<file path="config.mk">
export PLATFORM = sky130hd
export DESIGN_NAME = ahb_cmd_fifo_writer_flat
export DESIGN_NICKNAME = d
export VERILOG_FILES = /design/src/rtl/ahb_cmd_fifo_writer_if.sv /design/src/rtl/ahb_cmd_fifo_writer.sv /design/src/flat_wrapper.sv
export SDC_FILE = /design/constraint.sdc
export NUM_CORES = 1
export LEC_CHECK = 0
export ABC_AREA = 0
export CAP_MARGIN = 25
export CORE_ASPECT_RATIO = 1.25
export CORE_UTILIZATION = 35
export DETAILED_ROUTE_END_ITERATION = 6
export GPL_ROUTABILITY_DRIVEN = 0
export HOLD_SLACK_MARGIN = 0.03
export PLACE_DENSITY = 0.95
export RECOVER_POWER = 100
export SYNTH_ARGS = -nofsm -noshare
export SYNTH_HDL_FRONTEND = slang
export SYNTH_SLANG_ARGS = --single-unit
</file>
<file path="constraint.sdc">
create_clock -name wr_clk -period 2.2 [get_ports wr_clk]
set_clock_uncertainty 0.1 [all_clocks]
set_input_delay 0.44 -clock wr_clk [delete_from_list [all_inputs] [get_ports wr_clk]]
set_output_delay 0.44 -clock wr_clk [all_outputs]
set_load 0.05 [all_outputs]
</file>
<file path="src/rtl/ahb_cmd_fifo_writer_if.sv">
// AHB-Lite bus bundle between a master and the command-FIFO writer slave.
interface ahb_cmd_fifo_writer_if;
    logic        hsel;
    logic [31:0] haddr;
    logic [1:0]  htrans;
    logic        hwrite;
    logic [2:0]  hsize;
    logic [31:0] hwdata;
    logic        hready;
    logic        hreadyout;
    logic        hresp;
    logic [31:0] hrdata;

    modport slave (
        input  hsel, haddr, htrans, hwrite, hsize, hwdata, hready,
        output hreadyout, hresp, hrdata
    );

    modport master (
        output hsel, haddr, htrans, hwrite, hsize, hwdata, hready,
        input  hreadyout, hresp, hrdata
    );
endinterface

</file>
<file path="src/rtl/ahb_cmd_fifo_writer.sv">
// AHB-Lite slave that packs transfers into command-FIFO words and stalls reads for responses.
// Optional READ_TIMEOUT_EN: RD_WAIT timeout to ERROR plus discard of late responses in IDLE.
module ahb_cmd_fifo_writer #(
    parameter int CMD_ADDR_W = 8,
    parameter int CMD_W      = 1 + CMD_ADDR_W + 32,
    parameter int RD_TIMEOUT = 1024
) (
    input  logic                 wr_clk,
    input  logic                 wr_rst,
    ahb_cmd_fifo_writer_if.slave ahb,
    output logic                 fifo_wr_en_o,
    output logic [CMD_W-1:0]     fifo_wr_data_o,
    input  logic                 fifo_full_i,
    output logic                 rsp_rd_en_o,
    input  logic [31:0]          rsp_data_i,
    input  logic                 rsp_empty_i
);

    typedef enum logic [2:0] {
        IDLE, WR_DATA, RD_PUSH, RD_WAIT, RD_DONE, ERR1, ERR2
    } state_t;

    state_t                state_q, state_d;
    logic [CMD_ADDR_W-1:0] addr_q, addr_d;
    logic [31:0]           hrdata_q, hrdata_d;

    logic        accept;
    logic        xfer_err;
    logic        take_new;
    logic        hready_out;
    logic        hresp_out;
    logic        push;
    logic        pop;
    logic [31:0] cmd_lo;
    state_t      decoded;

`ifdef READ_TIMEOUT_EN
    localparam int TMR_W = $clog2(RD_TIMEOUT + 1);
    localparam logic [TMR_W-1:0] TMR_LOAD = TMR_W'(RD_TIMEOUT - 1);

    logic [TMR_W-1:0] tmr_q, tmr_d;
    logic [7:0]       discard_q, discard_d;
`endif

    assign accept   = ahb.hsel & ahb.htrans[1] & ahb.hready;
    assign xfer_err = (ahb.hsize != 3'b010) | (ahb.haddr[1:0] != 2'b00);
    assign decoded  = xfer_err ? ERR1 : (ahb.hwrite ? WR_DATA : RD_PUSH);

    always_comb begin
        state_d    = state_q;
        addr_d     = addr_q;
        hrdata_d   = hrdata_q;
        hready_out = 1'b1;
        hresp_out  = 1'b0;
        push       = 1'b0;
        pop        = 1'b0;
        cmd_lo     = 32'h0;
        take_new   = 1'b0;
`ifdef READ_TIMEOUT_EN
        tmr_d      = tmr_q;
        discard_d  = discard_q;
`endif
        case (state_q)
            IDLE: begin
                take_new = 1'b1;
`ifdef READ_TIMEOUT_EN
                if (discard_q != 8'd0 && !rsp_empty_i) begin
                    pop       = 1'b1;
                    discard_d = discard_q - 8'd1;
                end
`endif
            end
            WR_DATA: begin
                if (fifo_full_i) begin
                    hready_out = 1'b0;
                end else begin
                    push     = 1'b1;
                    cmd_lo   = ahb.hwdata;
                    take_new = 1'b1;
                    state_d  = IDLE;
                end
            end
            RD_PUSH: begin
                hready_out = 1'b0;
                if (!fifo_full_i) begin
                    push    = 1'b1;
                    state_d = RD_WAIT;
`ifdef READ_TIMEOUT_EN
                    tmr_d   = TMR_LOAD;
`endif
                end
            end
            RD_WAIT: begin
                hready_out = 1'b0;
`ifdef READ_TIMEOUT_EN
                if (!rsp_empty_i) begin
                    pop = 1'b1;
                    // stale words from earlier timed-out reads drain before our own
                    if (discard_q != 8'd0) begin
                        discard_d = discard_q - 8'd1;
                    end else begin
                        hrdata_d = rsp_data_i;
                        state_d  = RD_DONE;
                    end
                end else if (tmr_q == '0) begin
                    state_d = ERR1;
                    if (discard_q != 8'hFF) discard_d = discard_q + 8'd1;
                end else begin
                    tmr_d = tmr_q - 1'b1;
                end
`else
                if (!rsp_empty_i) begin
                    pop      = 1'b1;
                    hrdata_d = rsp_data_i;
                    state_d  = RD_DONE;
                end
`endif
            end
            RD_DONE: begin
                take_new = 1'b1;
                state_d  = IDLE;
            end
            ERR1: begin
                hready_out = 1'b0;
                hresp_out  = 1'b1;
                state_d    = ERR2;
            end
            ERR2: begin
                hresp_out = 1'b1;
                state_d   = IDLE;
            end
            default: state_d = IDLE;
        endcase

        if (take_new && accept) begin
            state_d = decoded;
            addr_d  = ahb.haddr[CMD_ADDR_W+1:2];
        end
    end

    always_ff @(posedge wr_clk or posedge wr_rst) begin
        if (wr_rst) begin
            state_q  <= IDLE;
            addr_q   <= '0;
            hrdata_q <= '0;
        end else begin
            state_q  <= state_d;
            addr_q   <= addr_d;
            hrdata_q <= hrdata_d;
        end
    end

`ifdef READ_TIMEOUT_EN
    always_ff @(posedge wr_clk or posedge wr_rst) begin
        if (wr_rst) begin
            tmr_q     <= '0;
            discard_q <= 8'd0;
        end else begin
            tmr_q     <= tmr_d;
            discard_q <= discard_d;
        end
    end
`endif

    assign ahb.hreadyout  = hready_out;
    assign ahb.hresp      = hresp_out;
    assign ahb.hrdata     = hrdata_q;
    assign fifo_wr_en_o   = push;
    assign fifo_wr_data_o = {state_q == WR_DATA, addr_q, cmd_lo};
    assign rsp_rd_en_o    = pop;

    logic unused_ok;
    assign unused_ok = ^{ahb.haddr[31:CMD_ADDR_W+2], ahb.htrans[0], RD_TIMEOUT == 0};

endmodule
</file>
<file path="src/flat_wrapper.sv">
// flat-port wrapper written by rule: the top's interface ports become plain ports
module ahb_cmd_fifo_writer_flat 
#(
    parameter int CMD_ADDR_W = 8,
    parameter int CMD_W      = 1 + CMD_ADDR_W + 32,
    parameter int RD_TIMEOUT = 1024
)
  (wr_clk, wr_rst, fifo_wr_en_o, fifo_wr_data_o, fifo_full_i, rsp_rd_en_o, rsp_data_i, rsp_empty_i, ahb_hsel, ahb_haddr, ahb_htrans, ahb_hwrite, ahb_hsize, ahb_hwdata, ahb_hready, ahb_hreadyout, ahb_hresp, ahb_hrdata);
  ahb_cmd_fifo_writer_if ahb_i ();
  input  logic wr_clk;
  input  logic wr_rst;
  output logic fifo_wr_en_o;
  output logic [CMD_W-1:0] fifo_wr_data_o;
  input  logic fifo_full_i;
  output logic rsp_rd_en_o;
  input  logic [31:0] rsp_data_i;
  input  logic rsp_empty_i;
  input wire logic [$bits(ahb_i.hsel)-1:0] ahb_hsel;
  input wire logic [$bits(ahb_i.haddr)-1:0] ahb_haddr;
  input wire logic [$bits(ahb_i.htrans)-1:0] ahb_htrans;
  input wire logic [$bits(ahb_i.hwrite)-1:0] ahb_hwrite;
  input wire logic [$bits(ahb_i.hsize)-1:0] ahb_hsize;
  input wire logic [$bits(ahb_i.hwdata)-1:0] ahb_hwdata;
  input wire logic [$bits(ahb_i.hready)-1:0] ahb_hready;
  output wire logic [$bits(ahb_i.hreadyout)-1:0] ahb_hreadyout;
  output wire logic [$bits(ahb_i.hresp)-1:0] ahb_hresp;
  output wire logic [$bits(ahb_i.hrdata)-1:0] ahb_hrdata;
  assign ahb_i.hsel = ahb_hsel;
  assign ahb_i.haddr = ahb_haddr;
  assign ahb_i.htrans = ahb_htrans;
  assign ahb_i.hwrite = ahb_hwrite;
  assign ahb_i.hsize = ahb_hsize;
  assign ahb_i.hwdata = ahb_hwdata;
  assign ahb_i.hready = ahb_hready;
  assign ahb_hreadyout = ahb_i.hreadyout;
  assign ahb_hresp = ahb_i.hresp;
  assign ahb_hrdata = ahb_i.hrdata;
  ahb_cmd_fifo_writer #(.CMD_ADDR_W(CMD_ADDR_W), .CMD_W(CMD_W), .RD_TIMEOUT(RD_TIMEOUT)) u_core (.wr_clk(wr_clk), .wr_rst(wr_rst), .ahb(ahb_i), .fifo_wr_en_o(fifo_wr_en_o), .fifo_wr_data_o(fifo_wr_data_o), .fifo_full_i(fifo_full_i), .rsp_rd_en_o(rsp_rd_en_o), .rsp_data_i(rsp_data_i), .rsp_empty_i(rsp_empty_i));
endmodule
</file>
* Word-level counts from Yosys, hierarchy flattened *
Index checks and enable logic that the tools add are counted.

word-level totals
  output and inout port bits = 77
  logic and storage cells = 43
  bits in registers = 43

cells by class
  equal/unequal tests = 11
  reductions and logical operators = 9
  bitwise operators = 4
  muxes and demuxes = 16

operator list
  cell                count
  $mux 32             2
  $mux 3              5
  $pmux 3 s5          1
  $ne 3x2->1 const B  4
  $eq 3x3->1 const B  3
  $eq 3x2->1 const B  2
  $reduce_or 2->1     3
  $mux 1              5
  $pmux 1 s2          2
  $reduce_and 4->1    1
  $eq 3x1->1 const B  1
  $logic_not 3->1     1
  $reduce_or 3->1     1
  $and 1x1->1         2
  $mux 2              1
  $ne 2x1->1 const B  1
  $reduce_and 2->1    1
  $reduce_bool 2->1   1
  $logic_and 1x1->1   1
  $not 1->1           1
  $or 1x1->1          1

* Longest topological paths before layout *
  word-level depth = 6
  mapped depth = 6

* Worst setup path after synthesis *
OpenSTA, ideal clock, no wires.

  path type = reg2out
  start point = register u_core.state_q[1]
  end point = output fifo_wr_en_o
  stages on the path, launching flop included = 4
  required time = 1.660 ns
  arrival = 1.824 ns
  setup slack = -0.164 ns
  cells stage by stage = dfrtp_1 > buf_4 > xor2_1 > nor3b_1

on the way
  word-level cells in the longest chain between the ends = 3
  elaborated cells on any way between the ends = 4
  classes of those cells = eq/ne: 2; mux: 1; reduce/logical: 1

RTL lines
  item                                             line                        RTL
  from (decl)                                      ahb_cmd_fifo_writer.sv:23   state_t state_q, state_d;
  from (signal assigned)                           ahb_cmd_fifo_writer.sv:147  state_q <= state_d;
  $eq 3x1->1 / $eq 3x2->1 (equally long branches)  ahb_cmd_fifo_writer.sv:63   case (state_q)
  $reduce_or 2->1 (no line) *                      -
  $mux 1 *                                         -
  to (decl)                                        flat_wrapper.sv:12          output logic fifo_wr_en_o;

Mark *: on every way between the ends. The rest lies on a longest branch, timed or not.

* Final worst setup path *
  start point = register u_core.state_q[2]
  end point = output fifo_wr_data_o[22]

on the way
  word-level cells in the longest chain between the ends = 2

RTL lines
  item        line                       RTL
  $eq 3x1->1  ahb_cmd_fifo_writer.sv:63
  $mux 32     ahb_cmd_fifo_writer.sv:63
  to (decl)   flat_wrapper.sv:13         output logic [CMD_W-1:0] fifo_wr_data_o;

Every way passes these cells.

==> results.sh <==
export IMPL_fin_ws_ns=-0.00394
export IMPL_slew_violations=0
export IMPL_rows=31
export IMPL_worstPathRequired_ns=1.66
export IMPL_die_area_sq_um=6610
export IMPL_mostFrequentLayoutCells="clkdlybuf4s50_1 (82), dlygate4sd3_1 (41), dfrtp_1 (41), buf_12 (35), and2_4 (32)"
export IMPL_h_tree_depth=2
export IMPL_instances_no_fill=407
export IMPL_fmax_mhz=454
export IMPL_routed_wl_microns=6560
export IMPL_cts_tree="yes"
export IMPL_syn_area_sq_um=2200
export IMPL_antenna_found_initial=0
export IMPL_final_common_cell="clkdlybuf4s50_1"
export IMPL_setup_viol=5
export IMPL_numCtsBuffers=5
export IMPL_worstPathMaxFanout=16
export IMPL_place_inst=394
export IMPL_antennaDiodeCount=0
export IMPL_final_min_clock_period_ns=2.20
export IMPL_finalCritPeriodShare=1.00
export IMPL_use_met1=0.241
export IMPL_grt_max_degree=24
export IMPL_port_buffers=161
export IMPL_violations="setup timing"
export IMPL_syn_inst=152
export IMPL_ys_top_cells_by_area="dfrtp_1 (49%), mux2_4 (25%), and2_1 (9.4%), buf_12 (2.7%), mux2_2 (1.5%)"
export IMPL_fillerInstances=416
export IMPL_grt_overflow=0
export IMPL_power_mw=5.56
export IMPL_crit_type="reg2out"
export IMPL_initial_core_util=0.371
export IMPL_drv_cap=0
export IMPL_ys_seq_area_frac=0.489
export IMPL_cp_start_kind="flip-flop"
export IMPL_avgSynthCellArea_sq_um=14.5
export IMPL_ys_flop_type="dfrtp_1"
export IMPL_syn_nets=260
export IMPL_track_usage=0.207
export IMPL_drt_pass1_iterations=4
export IMPL_drt_iter0_drc=14
export IMPL_ys_seq_elements=43
export IMPL_ant_nets=0
export IMPL_clk_insertion_delay_late_ns=0.28
export IMPL_yosys_area_top_type="dfrtp_1"
export IMPL_gr_max_usage_layer="met2"
export IMPL_use_met2=0.361
export IMPL_slowest_delay_ns=0.42
export IMPL_clockBufferDepth=2
export IMPL_synth_edf_count=0
export IMPL_timing_hold_ws_ns=0.383
export IMPL_grt_pass1_wl_microns=10400
export IMPL_syn_to_final_growth_pct=98.2
export IMPL_cp_startpoint="u_core.state_q[2]$_DFFE_PP0P_"
export IMPL_final_util=0.735
export IMPL_max_slew_worst_pin_slew_ns=1.14
export IMPL_yosys_warnings=0
export IMPL_gr_usage_met3=0.0670
export IMPL_drc=0
export IMPL_synth_top_area_share=0.489
export IMPL_cp_cell_sequence="nand2b_4, nor3_4, buf_6, buf_16, and2_4, buf_12"
export IMPL_cts_hold_buffers=0
export IMPL_vdd_drop_max_mv=0.976
export IMPL_clk_pin_slew_ns=0.08
export IMPL_hold_viol_final=0
export IMPL_outcome="finished, violations left"
export IMPL_critPathSlowestCell="dfrtp_2"
export IMPL_post_place_ws_ns=-0.0452
export IMPL_cp_top_family="simple AND/OR/NAND/NOR gates"
export IMPL_via_per_inst=4.55
export IMPL_num_io_pins=185
export IMPL_worst_ep_arrival_time_ns=1.66
export IMPL_placed_cell_area_sq_um=4280
export IMPL_final_cell_area_sq_um=4360
export IMPL_final_layout_size_suffix_gt1_frac=0.314
export IMPL_cts_sinks=43
export IMPL_wl_per_cell_microns=16.1
export IMPL_async_flop_share=1.00
export IMPL_dpl_hpwl_microns=5140
export IMPL_grt_pass1_vias=2012
export IMPL_rsz0062_at_grt="yes"
export IMPL_reg2reg_from="u_core.state_q[2]$_DFFE_PP0P_"
export IMPL_p_leak_nw=2.01
export IMPL_fin_setup_tns_ns=-0.00868
export IMPL_cts_root_buf="clkbuf_8"
export IMPL_relSlewSlack=0.239
export IMPL_route_vias_total=1853
export IMPL_p_per_area_nw_per_um2=1270
export IMPL_die_w_microns=72.9
export IMPL_die_h_microns=90.6
export IMPL_fin_nets=432
export IMPL_hp_class="reg2reg"
export IMPL_cp_end_kind="output port"
export IMPL_hp_start="u_core.ahb.hrdata[16]$_DFFE_PP0P_"
export IMPL_critPathBufInv=3
export IMPL_core_area_sq_um=5930
export IMPL_ys_types=30
[cells in the mapped netlist, types with 2 or more instances]
master / instances
buf_2: 3
nor2_1: 3
dfrtp_1: 43
mux2_2: 3
nor2b_1: 3
nand2_1: 2
and2_1: 33
buf_12: 3
mux2_4: 37
nand2b_1: 2
[metal layers]
layer / vias up / part of all wire / wire length, microns
met1: 884 / 0.36 / 2360
met2: 99 / 0.54 / 3550
met4: 0 / 0.015 / 99
met5: - / 0 / 0
met3: 12 / 0.083 / 543
li1: 858 / - / -
[registers in the layout, summed over array words and instances, names as in the netlist]
signal             count
u_core.state_q         3
u_core.ahb.hrdata     32
u_core.addr_q          8
[layout make-up]
cell class              instances  area, sq um  area share
clock buffers                   6         72.6      0.0166
clock inverters                 2         60.1      0.0138
inverters                       1         3.75    0.000861
multi-input cells             100          985       0.226
flip-flops and latches         43         1080       0.247
well taps                      82          103      0.0235
repair buffers                173         2060       0.472
[cell families (layout without fill, tap and decap cells)]
logic type | after synthesis | count (layout) | share of synthesized area
muxes | 40 | 40 | 0.268
buffers and inverters | 9 | 182 | 0.0461
DFF | 43 | 43 | 0.489
and+or+nand+nor | 54 | 54 | 0.177
AOI/OAI and AO/OA | 5 | 5 | 0.0159
xor gates and xnor gates | 1 | 1 | 0.00398
[path summary, 6_finish.rpt]
check	depth (start not counted)	slack (ns)	endpoint
hold reg to reg	1	0.38	u_core.ahb.hrdata[16]$_DFFE_PP0P_
min in group asynchronous	3	0.84	u_core.ahb.hrdata[17]$_DFFE_PP0P_
hold / removal	1	0.38	u_core.ahb.hrdata[16]$_DFFE_PP0P_
max in group asynchronous	3	0.37	u_core.state_q[2]$_DFFE_PP0P_
setup / recovery	6	-0.004	fifo_wr_data_o[22]
setup reg to reg	5	0.13	u_core.addr_q[2]$_DFFE_PP0P_
[where the power goes]
part	total (mW)	internal [mW]	switching, mW
combinational	3.51	1.37	2.14
clock	0.701	0.453	0.247
sequential	1.34	1.15	0.199
total	5.56	2.97	2.59
[what timing repair did]
action	CTS	global route
buffers inserted	2	3
resized for setup	14	26
cloned	1	0
pin swaps	0	9
setup endpoints to repair	33	32
No activity file was read; power rests on OpenSTA's default activity.
==> RTL edit 1 (config.mk and constraints unchanged) <==
`CMD_ADDR_W` is set to 8 in 2 places; all go to 9.
--- a/src/rtl/ahb_cmd_fifo_writer.sv
+++ b/src/rtl/ahb_cmd_fifo_writer.sv
@@ -1,7 +1,7 @@
 // AHB-Lite slave that packs transfers into command-FIFO words and stalls reads for responses.
 // Optional READ_TIMEOUT_EN: RD_WAIT timeout to ERROR plus discard of late responses in IDLE.
 module ahb_cmd_fifo_writer #(
-    parameter int CMD_ADDR_W = 8,
+    parameter int CMD_ADDR_W = 9,
     parameter int CMD_W      = 1 + CMD_ADDR_W + 32,
     parameter int RD_TIMEOUT = 1024
 ) (
--- a/src/flat_wrapper.sv
+++ b/src/flat_wrapper.sv
@@ -1,7 +1,7 @@
 // flat-port wrapper written by rule: the top's interface ports become plain ports
 module ahb_cmd_fifo_writer_flat 
 #(
-    parameter int CMD_ADDR_W = 8,
+    parameter int CMD_ADDR_W = 9,
     parameter int CMD_W      = 1 + CMD_ADDR_W + 32,
     parameter int RD_TIMEOUT = 1024
 )
Ports: changed (resized fifo_wr_data_o); port bits go from 185 to 186. No check against the original RTL was run, so the function may have changed too.
==> RTL edit 1 against the original RTL <==
- largest power group unchanged
- utilization up 2.1 points
- routed wire length up 10%
- area after synthesis up 1.9%
- final cell count up 3.7%
- the flow still finishes with violations (negative setup slack)
- final area up 6.8%
- critical path type unchanged
- setup slack worse by 13 ps
- total power up 7.6%
- sequential cell count up 1
==> RTL edit 1: results (changes against the original RTL) <==
Post-Syn Instances: 156 (+2.6%)
Violated checks: negative setup slack
GRT Total Usage: 20.5% (-0.25 points)
Hpwl dp: 5300 um (+3.1%)
Met1 usage: 22.8% (-1.3 points)
Most frequent cells after synthesis: 44 x dfrtp_1, 36 x mux2_4, 33 x and2_1, 6 x mux2_2, 5 x nor2_1
Status: finished, violations left
Met3 usage: 5.33% (-1.4 points)
Setup WS post-layout: -17.0 ps (-13.0 ps)
Hold EP: u_core.addr_q[3]$_DFFE_PP0P_
Met2 usage: 37.5% (+1.4 points)
Hold path startpoint: u_core.addr_q[3]$_DFFE_PP0P_
Maximum fanout along the worst path: 8 (-8)
Fin cells: 422 (+3.7%)
Layout cells sized above 1: 41.2% (+9.9 points)
Worst path max stage delay: 400 ps (-20 ps)
Worst Setup EP: fifo_wr_data_o[24]
Worst hold slack: 397 ps (+14.7 ps)
Pin count of the biggest net entering global routing: 25 (+4.2%)
Rel. slew slack: 50.6% (+27 points)
Dpl ws: -38.9 ps (+6.32 ps)
Pleak: 2.03 nW (+1.1%)
Reg2reg end: u_core.addr_q[6]$_DFFE_PP0P_
Area contributors post-synth: dfrtp_1 49%, mux2_4 24%, and2_1 9.2%
Setup Viol. Count Final: 7 (+2)
IO buf count: 163 (+1.2%)
==> RTL edit 1: cell types whose count changed after synthesis, moves of 2 or more <==
cell and delta:
nor2_1 +2, clkbuf_2 +3, mux2_2 +3, nor2b_1 -2, a21o_1 +2
==> RTL edit 1: layout make-up <==
type                       instances  area, um^2
sequential                        44        1100
fill                             406        1510
clock buffer                       6        72.6
clock inverter                     2        35.0
timing repair buffer             182        2240
tap                               85         106
inverter                           1        3.75
multi-input combinational        102        1100
==> RTL edit 1: power by group through the flow <==
stage | Clock [W] | Combinational [W] | Sequential [W]
3_5_place_dp | 0 | 0.00384 | 0.00144
4_1_cts | 0.000609 | 0.00392 | 0.00144
6_report | 0.000592 | 0.00396 | 0.00143
2_1_floorplan | 0 | 0.00114 | 0.00263
3_3_place_gp | 0 | 0.00378 | 0.00141
5_1_grt | 0.000648 | 0.00409 | 0.00148
==> RTL edit 1: logic make-up after synthesis <==
family                    after synthesis  synth area share, %
xor gates and xnor gates                1                0.391
and+or+nand+nor                        53                 16.8
DFF                                    44                 49.1
AOI/OAI and AO/OA                       5                 1.67
buffers and inverters                  10                 4.46
muxes                                  43                 27.6
==> RTL edit 1: timing repair <==
| item | 4_1_cts | 5_1_grt |
|---|---|---|
| gates cloned | 2 | 1 |
| pin swaps | 0 | 33 |
| gates resized for setup | 8 | 31 |
| setup endpoints to repair | 32 | 32 |
| buffers inserted | 1 | 3 |
| hold buffers | 0 | 0 |
==> RTL edit 1: critical path, delay by kind of cell, from the launching register on <==
kind	cells	cell delay (ps)
AND/OR/NAND/NOR	3	550
buffers and inverters	3	440
flip-flops	1	400
==> RTL edit 1: metal layers <==
metal	routed length [um]	up-vias	part of all wire, %
li1	-	887	-
met2	4090	82	56
met5	0	-	0
met3	374	16	5.2
met4	199	0	2.7
met1	2580	923	36
==> RTL edit 2 (same flow settings) <==
Made on the original files. Take the reset off `addr_q` and `hrdata_q` and load them in a clocked block of their own.
--- a/src/rtl/ahb_cmd_fifo_writer.sv
+++ b/src/rtl/ahb_cmd_fifo_writer.sv
@@ -141,13 +141,14 @@
     always_ff @(posedge wr_clk or posedge wr_rst) begin
         if (wr_rst) begin
             state_q  <= IDLE;
-            addr_q   <= '0;
-            hrdata_q <= '0;
         end else begin
             state_q  <= state_d;
-            addr_q   <= addr_d;
-            hrdata_q <= hrdata_d;
         end
+    end
+
+    always_ff @(posedge wr_clk) begin
+        addr_q   <= addr_d;
+        hrdata_q <= hrdata_d;
     end
 
 `ifdef READ_TIMEOUT_EN
Check against the original RTL: not equivalent (a bounded check fails within 4 cycles, from zero or initial values and one cycle with wr_rst high).
==> RTL edit 2 against the original RTL <==
- area after synthesis is 22% lower
- total power is 41% lower
- final area is 9.7% lower
- sequential cell count stayed put
- routed wire length is 16% lower
- via count is 13% lower
- setup slack better by 74 ps
- critical path depth stayed put
==> RTL edit 2: results (changes against the original RTL) <==
Clock power share: 13.4% (+0.8 points)
Slowest cell on the critical path: dfrtp_1
Maximum VDD drop: 0.000521 V (-47%)
ClkCell Share: 2.03% (-1.0 points)
Area contributors post-synth: edfxtp_1 70%, and2_1 12%, dfrtp_1 4.4%
Sw power: 0.00124 W (-52%)
Critical Path AT: 1590 ps (-70 ps)
Dpl ws: -64.0 ps (-18.8 ps)
Pwr dens: 835 nW/um^2 (-34%)
Fraction of area in multi-input gates: 10.7% (-12 points)
Diodes inserted: 1 (+1)
Layout non-clock buf frac: 52.6% (+5.4 points)
Post-synth top flop: edfxtp_1
WL met3: 624 um (+15%)
Pleak: 1.49 nW (-26%)
Post-synth ARST share: 6.98% (-93 points)
Most frequent cells after synthesis: 40 x edfxtp_1, 33 x and2_1, 4 x nand2b_1, 4 x nor2b_1
Fin cells: 348 (-14%)
Non-clock buffers: 175 (+1.2%)
First-pass GRT wire length: 7830 um (-25%)
Status: completed
Post-Syn Nets: 217 (-17%)
Worst path max stage delay: 400 ps (-20 ps)
Pin count of the biggest net entering global routing: 19 (-21%)
Mean area per synthesized cell: 15.8 um^2 (+9.2%)
Initial antenna violation count: 1 (+1)
Met2 usage: 39.9% (+3.8 points)
Logic inverters: 2 (+1)
DR vias/cell: 4.61 (+1.2%)
PostCTS Resize Cnt: 5 (-9)
Final #Nets: 394 (-8.8%)
Seq/Total Area, Yosys: 74.1% (+25 points)
RTL edit 2: cell count changes in the layout (fill, tap and decap cells not counted), moves of 5 or more:
cell	change
clkdlybuf4s50_1	-41
dlygate4sd3_1	+41
dfrtp_1	-40
edfxtp_1	+40
and2_4	-31
mux2_1	-30
and2_1	+23
and2_0	+8
mux2_4	-7
buf_4	+5
RTL edit 2: final timing paths:
path,from,to,slack (ps),cells after the start
max in group asynchronous,wr_rst,u_core.state_q[2]$_DFFE_PP0P_,1490,2
worst max-delay path,u_core.state_q[1]$_DFFE_PP0P_,fifo_wr_data_o[16],70,6
worst max register to register,u_core.state_q[2]$_DFFE_PP0P_,u_core.ahb.hrdata[26]$_DFFE_PP_,330,4
min in group wr_clk,u_core.state_q[0]$_DFFE_PP0P_,u_core.state_q[1]$_DFFE_PP0P_,560,2
worst min-delay path,wr_rst,u_core.state_q[0]$_DFFE_PP0P_,360,2
worst min register to register,u_core.state_q[0]$_DFFE_PP0P_,u_core.state_q[1]$_DFFE_PP0P_,560,2
RTL edit 2: logic make-up (layout without fill, tap and decap cells):
| family | Yosys count | count (layout) | share of synthesized area (%) |
|---|---|---|---|
| and+or+nand+nor | 51 | 51 | 19.5 |
| other | 0 | 1 | 0 |
| xor gates and xnor gates | 1 | 1 | 0.508 |
| AOI/OAI and AO/OA | 7 | 7 | 2.98 |
| DFF | 43 | 43 | 74.1 |
| buffers and inverters | 7 | 185 | 2.98 |
RTL edit 2: stage by stage:
step	hold slack [ps]	cell area, um^2
2_1_floorplan	93.6	1750
3_3_place_gp	519	3820
3_5_place_dp	524	3820
4_1_cts	218	3950
5_1_grt	369	3940
6_report	362	3940
